### config.mk
export PLATFORM = sky130hd
export DESIGN_NAME = seq_divider
export DESIGN_NICKNAME = d
export VERILOG_FILES = /design/src/rtl/seq_divider.sv
export SDC_FILE = /design/constraint.sdc
export NUM_CORES = 1
export LEC_CHECK = 0
export BUFFER_PORTS_ARGS = -buffer_cell sky130_fd_sc_hd__buf_2
export CAP_MARGIN = 10
export CORE_MARGIN = 5
export CORE_UTILIZATION = 50
export DETAILED_ROUTE_END_ITERATION = 7
export PLACE_DENSITY = 0.75
export SYNTH_ARGS = -nofsm -noshare
export SYNTH_HDL_FRONTEND = slang
export SYNTH_SLANG_ARGS = --single-unit
### constraint.sdc
create_clock -name clk -period 2.5 [get_ports clk]
set_input_delay 0.375 -clock clk [delete_from_list [all_inputs] [get_ports clk]]
set_output_delay 0.375 -clock clk [all_outputs]
set_load 0.01 [all_outputs]
### src/rtl/seq_divider.sv
// Sequential restoring divider: one quotient bit per clock, valid/ready on both sides.
// Optional macro DIV_FAST_PATH_EN: divisor==1 or dividend<divisor completes one cycle after acceptance.
//
// state | meaning
// IDLE  | waiting for operands, in_ready=1
// CALC  | iterating, one quotient bit per clock
// DONE  | result held until out_ready
module seq_divider #(
  parameter int DIVIDEND_W = 8,
  parameter int DIVISOR_W  = 4
) (
  input  logic                  clk,
  input  logic                  rst,
  input  logic                  in_valid,
  output logic                  in_ready,
  input  logic [DIVIDEND_W-1:0] dividend,
  input  logic [DIVISOR_W-1:0]  divisor,
  output logic                  out_valid,
  input  logic                  out_ready,
  output logic [DIVIDEND_W-1:0] quotient,
  output logic [DIVISOR_W-1:0]  remainder,
  output logic                  div_by_zero
);

  localparam int CNT_W = (DIVIDEND_W > 1) ? $clog2(DIVIDEND_W) : 1;
  localparam logic [CNT_W-1:0] LAST = CNT_W'(DIVIDEND_W - 1);

  typedef enum logic [1:0] {IDLE, CALC, DONE} state_t;

  state_t                state, state_nxt;
  logic [DIVIDEND_W-1:0] q_q;
  logic [DIVISOR_W-1:0]  r_q;
  logic [DIVISOR_W-1:0]  dvsr_q;
  logic [CNT_W-1:0]      cnt_q;

  logic                  accept;
  logic                  zero_in;
  logic                  fast_in;
  logic [DIVIDEND_W-1:0] fast_quot;
  logic [DIVISOR_W-1:0]  fast_rem;

  logic [DIVISOR_W:0]    r_shift;
  logic [DIVISOR_W:0]    r_diff;
  logic                  r_ge;
  logic [DIVISOR_W:0]    r_step;
  logic [DIVIDEND_W-1:0] q_step;

  assign in_ready  = (state == IDLE) && !rst;
  assign out_valid = (state == DONE);
  assign accept    = in_valid && in_ready;
  assign zero_in   = (divisor == '0);

`ifdef DIV_FAST_PATH_EN
  always_comb begin
    fast_in   = 1'b0;
    fast_quot = '0;
    fast_rem  = '0;
    if (divisor == DIVISOR_W'(1)) begin
      fast_in   = 1'b1;
      fast_quot = dividend;
    end else if (!zero_in && (dividend < DIVIDEND_W'(divisor))) begin
      fast_in   = 1'b1;
      fast_rem  = dividend[DIVISOR_W-1:0];
    end
  end
`else
  assign fast_in   = 1'b0;
  assign fast_quot = '0;
  assign fast_rem  = '0;
`endif

  // After each restoring step R < divisor, so only DIVISOR_W bits need storing;
  // the shift/compare/subtract still run DIVISOR_W+1 bits wide.
  always_comb begin
    r_shift = {r_q, q_q[DIVIDEND_W-1]};
    r_diff  = r_shift - {1'b0, dvsr_q};
    r_ge    = (r_shift >= {1'b0, dvsr_q});
    r_step  = r_ge ? r_diff : r_shift;
    q_step  = {q_q[DIVIDEND_W-2:0], r_ge};
  end

  always_ff @(posedge clk) begin
    if (rst) state <= IDLE;
    else     state <= state_nxt;
  end

  always_comb begin
    state_nxt = state;
    case (state)
      IDLE: if (accept) state_nxt = (zero_in || fast_in) ? DONE : CALC;
      CALC: if (cnt_q == '0) state_nxt = DONE;
      DONE: if (out_ready) state_nxt = IDLE;
      default: state_nxt = IDLE;
    endcase
  end

  always_ff @(posedge clk) begin
    if (rst) begin
      q_q         <= '0;
      r_q         <= '0;
      dvsr_q      <= '0;
      cnt_q       <= '0;
      quotient    <= '0;
      remainder   <= '0;
      div_by_zero <= 1'b0;
    end else begin
      case (state)
        IDLE: begin
          if (accept) begin
            q_q    <= dividend;
            r_q    <= '0;
            dvsr_q <= divisor;
            cnt_q  <= LAST;
            if (zero_in) begin
              quotient    <= '1;
              remainder   <= '0;
              div_by_zero <= 1'b1;
            end else if (fast_in) begin
              quotient    <= fast_quot;
              remainder   <= fast_rem;
              div_by_zero <= 1'b0;
            end
          end
        end
        CALC: begin
          q_q   <= q_step;
          r_q   <= r_step[DIVISOR_W-1:0];
          cnt_q <= cnt_q - 1'b1;
          if (cnt_q == '0) begin
            quotient    <= q_step;
            remainder   <= r_step[DIVISOR_W-1:0];
            div_by_zero <= 1'b0;
          end
        end
        default: ;
      endcase
    end
  end

endmodule
==> results.json, run 1 <==
{
  "p_comb_frac": 0.289,
  "cts_made_buffers": 5,
  "grt-ovfl-total": 0,
  "whs_path_depth": 3,
  "dpl_worst_slack_ns": 0.5152,
  "cts_buffer_depth": 2,
  "io_pins": 31,
  "max_freq_mhz": 498.0,
  "critical-path-slowest-cell": "a2111oi_4",
  "netlist_instances": 192,
  "port_buffers": 30,
  "ir_drop_uv": 541.9,
  "seqPwrFrac": 0.443,
  "end_kind": "flip-flop",
  "yosys_register_bits": 34,
  "cts_resized": 0,
  "insertedDiodeCount": 0,
  "power.leakage_nw": 0.8175,
  "fin_skew_ns": 0.009591,
  "worstMarginPinSlew_ns": 0.5535,
  "post-route-min-period_ns": 2.008,
  "path_clk_slew_ns": 0.10,
  "crit_chain": "inv_1, ha_1, nand2b_4, a2111oi_4, nor2_2, mux2_4, a211oi_2",
  "core_area_sq_um": 3103,
  "syn-num-nets": 215,
  "placed_cell_area_sq_um": 1837,
  "synth-edff-count": 0,
  "cts_setup_buffers": 0,
  "cts_root_buf": "clkbuf_4",
  "outcome": "finished clean",
  "dieArea_sq_um": 4532,
  "htree_levels": 2,
  "synth.largest_area_cell": "dfxtp_1",
  "setup_viol": 0,
  "wl_per_cell_um": 13.06,
  "antenna_left": 0,
  "finalInstanceArea_sq_um": 1912,
  "viasPerCell": 5.261,
  "powerDensity_nw_per_um2": 769.2,
  "whs_ns": 0.2631,
  "start_util": 0.5294,
  "switching_share": 0.3187,
  "power_switching_uw": 468.6,
  "synth_area_leaders": "dfxtp_1 41%, nor2_1 9.1%, nand2_1 5.9%, a311oi_1 4.8%, ha_1 4.6%",
  "cp_data_arrival_time_ns": 2.27,
  "hold_viol_final": 0,
  "grt_pass1_vias": 1273,
  "cp.required_ns": 2.76,
  "die_x_um": 67.32,
  "synth_top_cell_area_share": 0.4143,
  "cts_tree": "built",
  "dpl.hpwl_mm": 2.476,
  "routabilityCongestion": 0.8097,
  "hold_path_class": "input pin to flip-flop",
  "timing.setup.tns_ns": 0,
  "nNetsFinal": 246,
  "finalCritPeriodShare": 0.8032,
  "synthFlopType": "dfxtp_1",
  "ys_seq_area_frac": 0.4143,
  "drive_above_1_share": 0.2545,
  "internal_power_mw": 1.002,
  "fin_ws_ns": 0.4919,
  "slew_violations": 0,
  "drc": 0,
  "yosysMostFrequentCell": "nor2_1",
  "synth_cell_type_count": 39,
  "rsz0062_at_grt": "false",
  "grt_pass1_wl_mm": 5.747,
  "synth_area_sq_um": 1643,
  "vias": 1410,
  "drt_iter0_markers": 118,
  "antenna_found_initial": 0,
  "grt_max_degree": 36,
  "wirelength_mm": 3.500,
  "cts_hold_buf": 0,
  "synthArstFlopShare": 0,
  "max_stage_delay_ns": 0.38,
  "cap_violations": 0,
  "worstPathMaxFanout": 5,
  "r2r_cells": 7,
  "grt_usage": 0.1702,
  "fp.dieH_um": 67.32,
  "p_clk_frac": 0.267,
  "syn_to_final_growth_pct": 16.37,
  "rows": 20,
  "relSlewSlack": 0.6310,
  "netlist_top_cells_count": "40 x nor2_1, 34 x dfxtp_1, 26 x nand2_1",
  "drt_pass1_iterations": 4,
  "critical_path_class": "flip-flop to flip-flop",
  "synth_area_per_cell_sq_um": 8.556,
  "cp-start-kind": "flip-flop",
  "clkLatencyLatePin_ns": 0.34,
  "synth_warnings": 0,
  "cts.sinks": 34
}
## cell usage in the layout, fill, tap and decap left out, drive strengths merged, types with 3 or more instances in the layout
cell type / n
buf: 35
inv: 10
a311oi: 9
nand2b: 3
nor2: 41
nand2: 26
a21oi: 3
o21ai: 4
a211oi: 8
ha: 6
nor3: 12
o31ai: 3
clkbuf: 7
dfxtp: 34
## layer usage
| metal | GRT usage | part of all wire | vias to the layer above |
|---|---|---|---|
| met1 | 0.2234 | 0.45 | 635 |
| met5 | 0 | 0 | - |
| met2 | 0.2675 | 0.45 | 47 |
| li1 | - | - | 723 |
| met3 | 0.04659 | 0.088 | 5 |
| met4 | 0.06076 | 0.010 | 0 |
## power groups by stage
| stage | logic (mW) | registers [mW] | clock network [mW] |
|---|---|---|---|
| detailed placement | 0.424 | 0.664 | 0 |
| CTS | 0.427 | 0.652 | 0.402 |
| global placement | 0.416 | 0.663 | 0 |
| finish | 0.425 | 0.652 | 0.393 |
| floorplan | 0.311 | 0.668 | 0 |
| global route | 0.486 | 0.659 | 0.425 |
## state kept, by name (all words and copies together), names as in the netlist
signal and flops:
cnt_q 3, div_by_zero 1, dvsr_q 4, q_q 8
quotient 8, r_q 4, remainder 4, state 2
## worst max-delay path, delay by kind of cell (launching register included)
family,cells,cell delay [ns]
AND/OR/NAND/NOR,2,0.30
multiplexers,1,0.33
adder cells (fa/ha/maj),1,0.33
flip-flops,1,0.34
buffers and inverters,1,0.05
AO/OA/AOI/OAI,2,0.59
## final timing paths
| path | slack (ns) | start | end |
|---|---|---|---|
| max | 0.49 | q_q[7]$_SDFFE_PP0P_ | r_q[2]$_SDFFE_PP0P_ |
| min reg2reg | 0.48 | cnt_q[0]$_SDFFE_PP0P_ | cnt_q[0]$_SDFFE_PP0P_ |
| max reg2reg | 0.49 | q_q[7]$_SDFFE_PP0P_ | r_q[2]$_SDFFE_PP0P_ |
| min | 0.26 | divisor[1] | dvsr_q[1]$_SDFFE_PP0P_ |
## layout make-up
| type | count | area [sq um] |
|---|---|---|
| Timing Repair Buffer | 35 | 187.7 |
| Tap cell | 44 | 55.05 |
| Clock buffer | 7 | 45.04 |
| Sequential cell | 34 | 680.7 |
| Inverter | 10 | 37.54 |
| Clock inverter | 1 | 30.03 |
| Multi-Input combinational cell | 137 | 875.8 |
| Fill cell | 310 | 1191 |
## through the flow
stage / total power, mW / utilization / instances
4_1_cts: 1.481 / 0.6161 / 268
5_1_grt: 1.570 / 0.6161 / 268
6_report: 1.471 / 0.6161 / 268
3_5_place_dp: 1.087 / 0.5919 / 260
2_1_floorplan: 0.9795 / - / 192
3_3_place_gp: 1.079 / 0.5919 / 260
## cells by family after synthesis
| logic type | synth area share |
|---|---|
| multiplexers | 0.02132 |
| AO/OA/AOI/OAI | 0.1767 |
| adder cells (fa/ha/maj) | 0.05788 |
| buffers and inverters | 0.05255 |
| flip-flops | 0.4143 |
| AND/OR/NAND/NOR | 0.2719 |
| XOR/XNOR | 0.005332 |
Note: power is estimated with default switching activity, not from simulation.
==> inputs of run 2 (changes only) <==
--- a/config.mk
+++ b/config.mk
@@ -8,9 +8,9 @@
 export BUFFER_PORTS_ARGS = -buffer_cell sky130_fd_sc_hd__buf_2
 export CAP_MARGIN = 10
 export CORE_MARGIN = 5
-export CORE_UTILIZATION = 50
+export CORE_UTILIZATION = 49
 export DETAILED_ROUTE_END_ITERATION = 7
-export PLACE_DENSITY = 0.75
+export PLACE_DENSITY = 0.77
 export SYNTH_ARGS = -nofsm -noshare
 export SYNTH_HDL_FRONTEND = slang
 export SYNTH_SLANG_ARGS = --single-unit
==> constraint.sdc (replaced) <==
create_clock -name clk -period 1.74 [get_ports clk]
set_input_delay 0.261 -clock clk [delete_from_list [all_inputs] [get_ports clk]]
set_output_delay 0.261 -clock clk [all_outputs]
set_load 0.01 [all_outputs]
==> results.json, run 2 (synthesized netlist as in run 1, its figures left out) <==
{
  "io_pins": 31,
  "wirelength_mm": 3.780,
  "r2r_cells": 8,
  "critical_path_class": "flip-flop to flip-flop",
  "die_x_um": 67.90,
  "final_core_util": 0.6499,
  "grt-ovfl-total": 0,
  "grt_pass1_vias": 1375,
  "ir_drop_uv": 531.7,
  "crit-reg2reg-capture": "r_q[1]$_SDFFE_PP0P_",
  "fin_ws_ns": -0.1548,
  "drc": 0,
  "rsz0062_at_grt": "true",
  "drive_above_1_share": 0.3814,
  "violations": "setup timing",
  "max_stage_delay_ns": 0.41,
  "total_power_mw": 2.374,
  "dpl_worst_slack_ns": -0.05483,
  "wl_per_cell_um": 13.40,
  "dieArea_sq_um": 4610,
  "worstReg2RegStart": "q_q[7]$_SDFFE_PP0P_",
  "worstMarginPinSlew_ns": 0.4730,
  "min_from": "divisor[0]",
  "finalInstanceArea_sq_um": 2135,
  "path_delay_family": "compound AO/OA/AOI/OAI gates",
  "power.leakage_nw": 0.8982,
  "drt_iter0_markers": 84,
  "fin_skew_ns": 0.003324,
  "insertedDiodeCount": 0,
  "routabilityCongestion": 0.7810,
  "core_area_sq_um": 3284,
  "cp-start-kind": "flip-flop",
  "rows": 21,
  "viasPerCell": 5.230,
  "worstPathMaxFanout": 3,
  "path_depth": 8,
  "cts.sinks": 34,
  "end_kind": "flip-flop",
  "grt_pass1_wl_mm": 6.251,
  "antenna_left": 0,
  "cts_buffer_depth": 2,
  "powerDensity_nw_per_um2": 1112,
  "max_freq_mhz": 527.8,
  "crit_chain": "inv_2, ha_4, nand2b_4, a2111oi_4, nor2_2, buf_6, mux2i_4, a211oi_2",
  "top_regs": "q_q (8), quotient (8)",
  "whs_ns": 0.1317,
  "layout_commonest_cell": "nor2_1",
  "dp.cells": 271,
  "outcome": "complete, but fails checks",
  "slew_violations": 0,
  "grt_usage": 0.1817,
  "port_buffers": 30,
  "start_util": 0.5002,
  "cp.required_ns": 2.00,
  "mostFrequentLayoutCells": "39 x nor2_1, 31 x dfxtp_1, 30 x buf_2, 26 x nand2_1, 16 x buf_4",
  "path_buf_inv": 2,
  "vias": 1475,
  "hold_viol_final": 0,
  "holdPathEnd": "dvsr_q[0]$_SDFFE_PP0P_",
  "finalNonFillerCells": 282,
  "setup_viol": 7,
  "syn_to_final_growth_pct": 29.93,
  "cts_hold_buf": 0,
  "nNetsFinal": 259,
  "post-route-min-period_ns": 1.895,
  "placed_cell_area_sq_um": 1961,
  "cap_violations": 0,
  "dpl.hpwl_mm": 2.663,
  "hold_path_class": "input pin to flip-flop",
  "critical-path-slowest-cell": "a2111oi_4",
  "finalCritPeriodShare": 1.089,
  "clkLatencyLatePin_ns": 0.34,
  "path_clk_slew_ns": 0.10,
  "drt_pass1_iterations": 4,
  "cts_made_buffers": 5,
  "cts_root_buf": "clkbuf_4",
  "cp_data_arrival_time_ns": 2.16,
  "timing.setup.tns_ns": -0.6770,
  "grt_max_degree": 36,
  "whs_path_depth": 3,
  "htree_levels": 2,
  "cts_tree": "built",
  "startpoint": "q_q[7]$_SDFFE_PP0P_",
  "r2r_setup_slack_ns": -0.15,
  "antenna_found_initial": 0,
  "relSlewSlack": 0.6846,
  "fp.dieH_um": 67.90
}
run 2: what timing repair did:
action                     CTS  global route
resized for setup            7            11
buffers inserted             2             3
setup endpoints to repair    7            10
pin swaps                    8             7
run 2: final cells by class:
cell class / count / area, sq um
clock buffer: 6 / 51.30
sequential: 34 / 684.4
clock inverter: 1 / 30.03
multi-input combinational: 137 / 972.2
timing repair buffer: 48 / 301.5
inverter: 10 / 37.54
tap: 46 / 57.56
fill: 297 / 1150
run 2: tightest hold or removal path, cell delays in order:
cell     delay (ns)
buf_2          0.09
nand2_1        0.04
o21ai_0        0.05
run 2: how the worst max path moves through the flow:
| stage | end | slack (ns) |
|---|---|---|
| floorplan | r_q[2]$_SDFFE_PP0P_ | 0.007 |
| global placement | remainder[2]$_SDFFE_PP0P_ | 0.004 |
| detailed placement | r_q[0]$_SDFFE_PP0P_ | -0.05 |
| CTS | remainder[2]$_SDFFE_PP0P_ | -0.08 |
| global route | r_q[1]$_SDFFE_PP0P_ | -0.25 |
| finish | r_q[1]$_SDFFE_PP0P_ | -0.15 |
run 2: layer usage:
| metal | vias to the layer above | wire, um | share of wire | global-route usage |
|---|---|---|---|---|
| met5 | - | 0 | 0 | 0 |
| met4 | 0 | 51 | 0.013 | 0.05955 |
| met3 | 6 | 181 | 0.048 | 0.05090 |
| met2 | 30 | 1813 | 0.48 | 0.2868 |
| met1 | 689 | 1734 | 0.46 | 0.2392 |
| li1 | 750 | - | - | - |
run 2: power breakdown:
group,switching (mW),internal [mW],leakage [nW]
clock,0.264,0.334,0.0443
sequential,0.0668,0.878,0.280
combinational,0.423,0.408,0.574
total,0.753,1.62,0.898
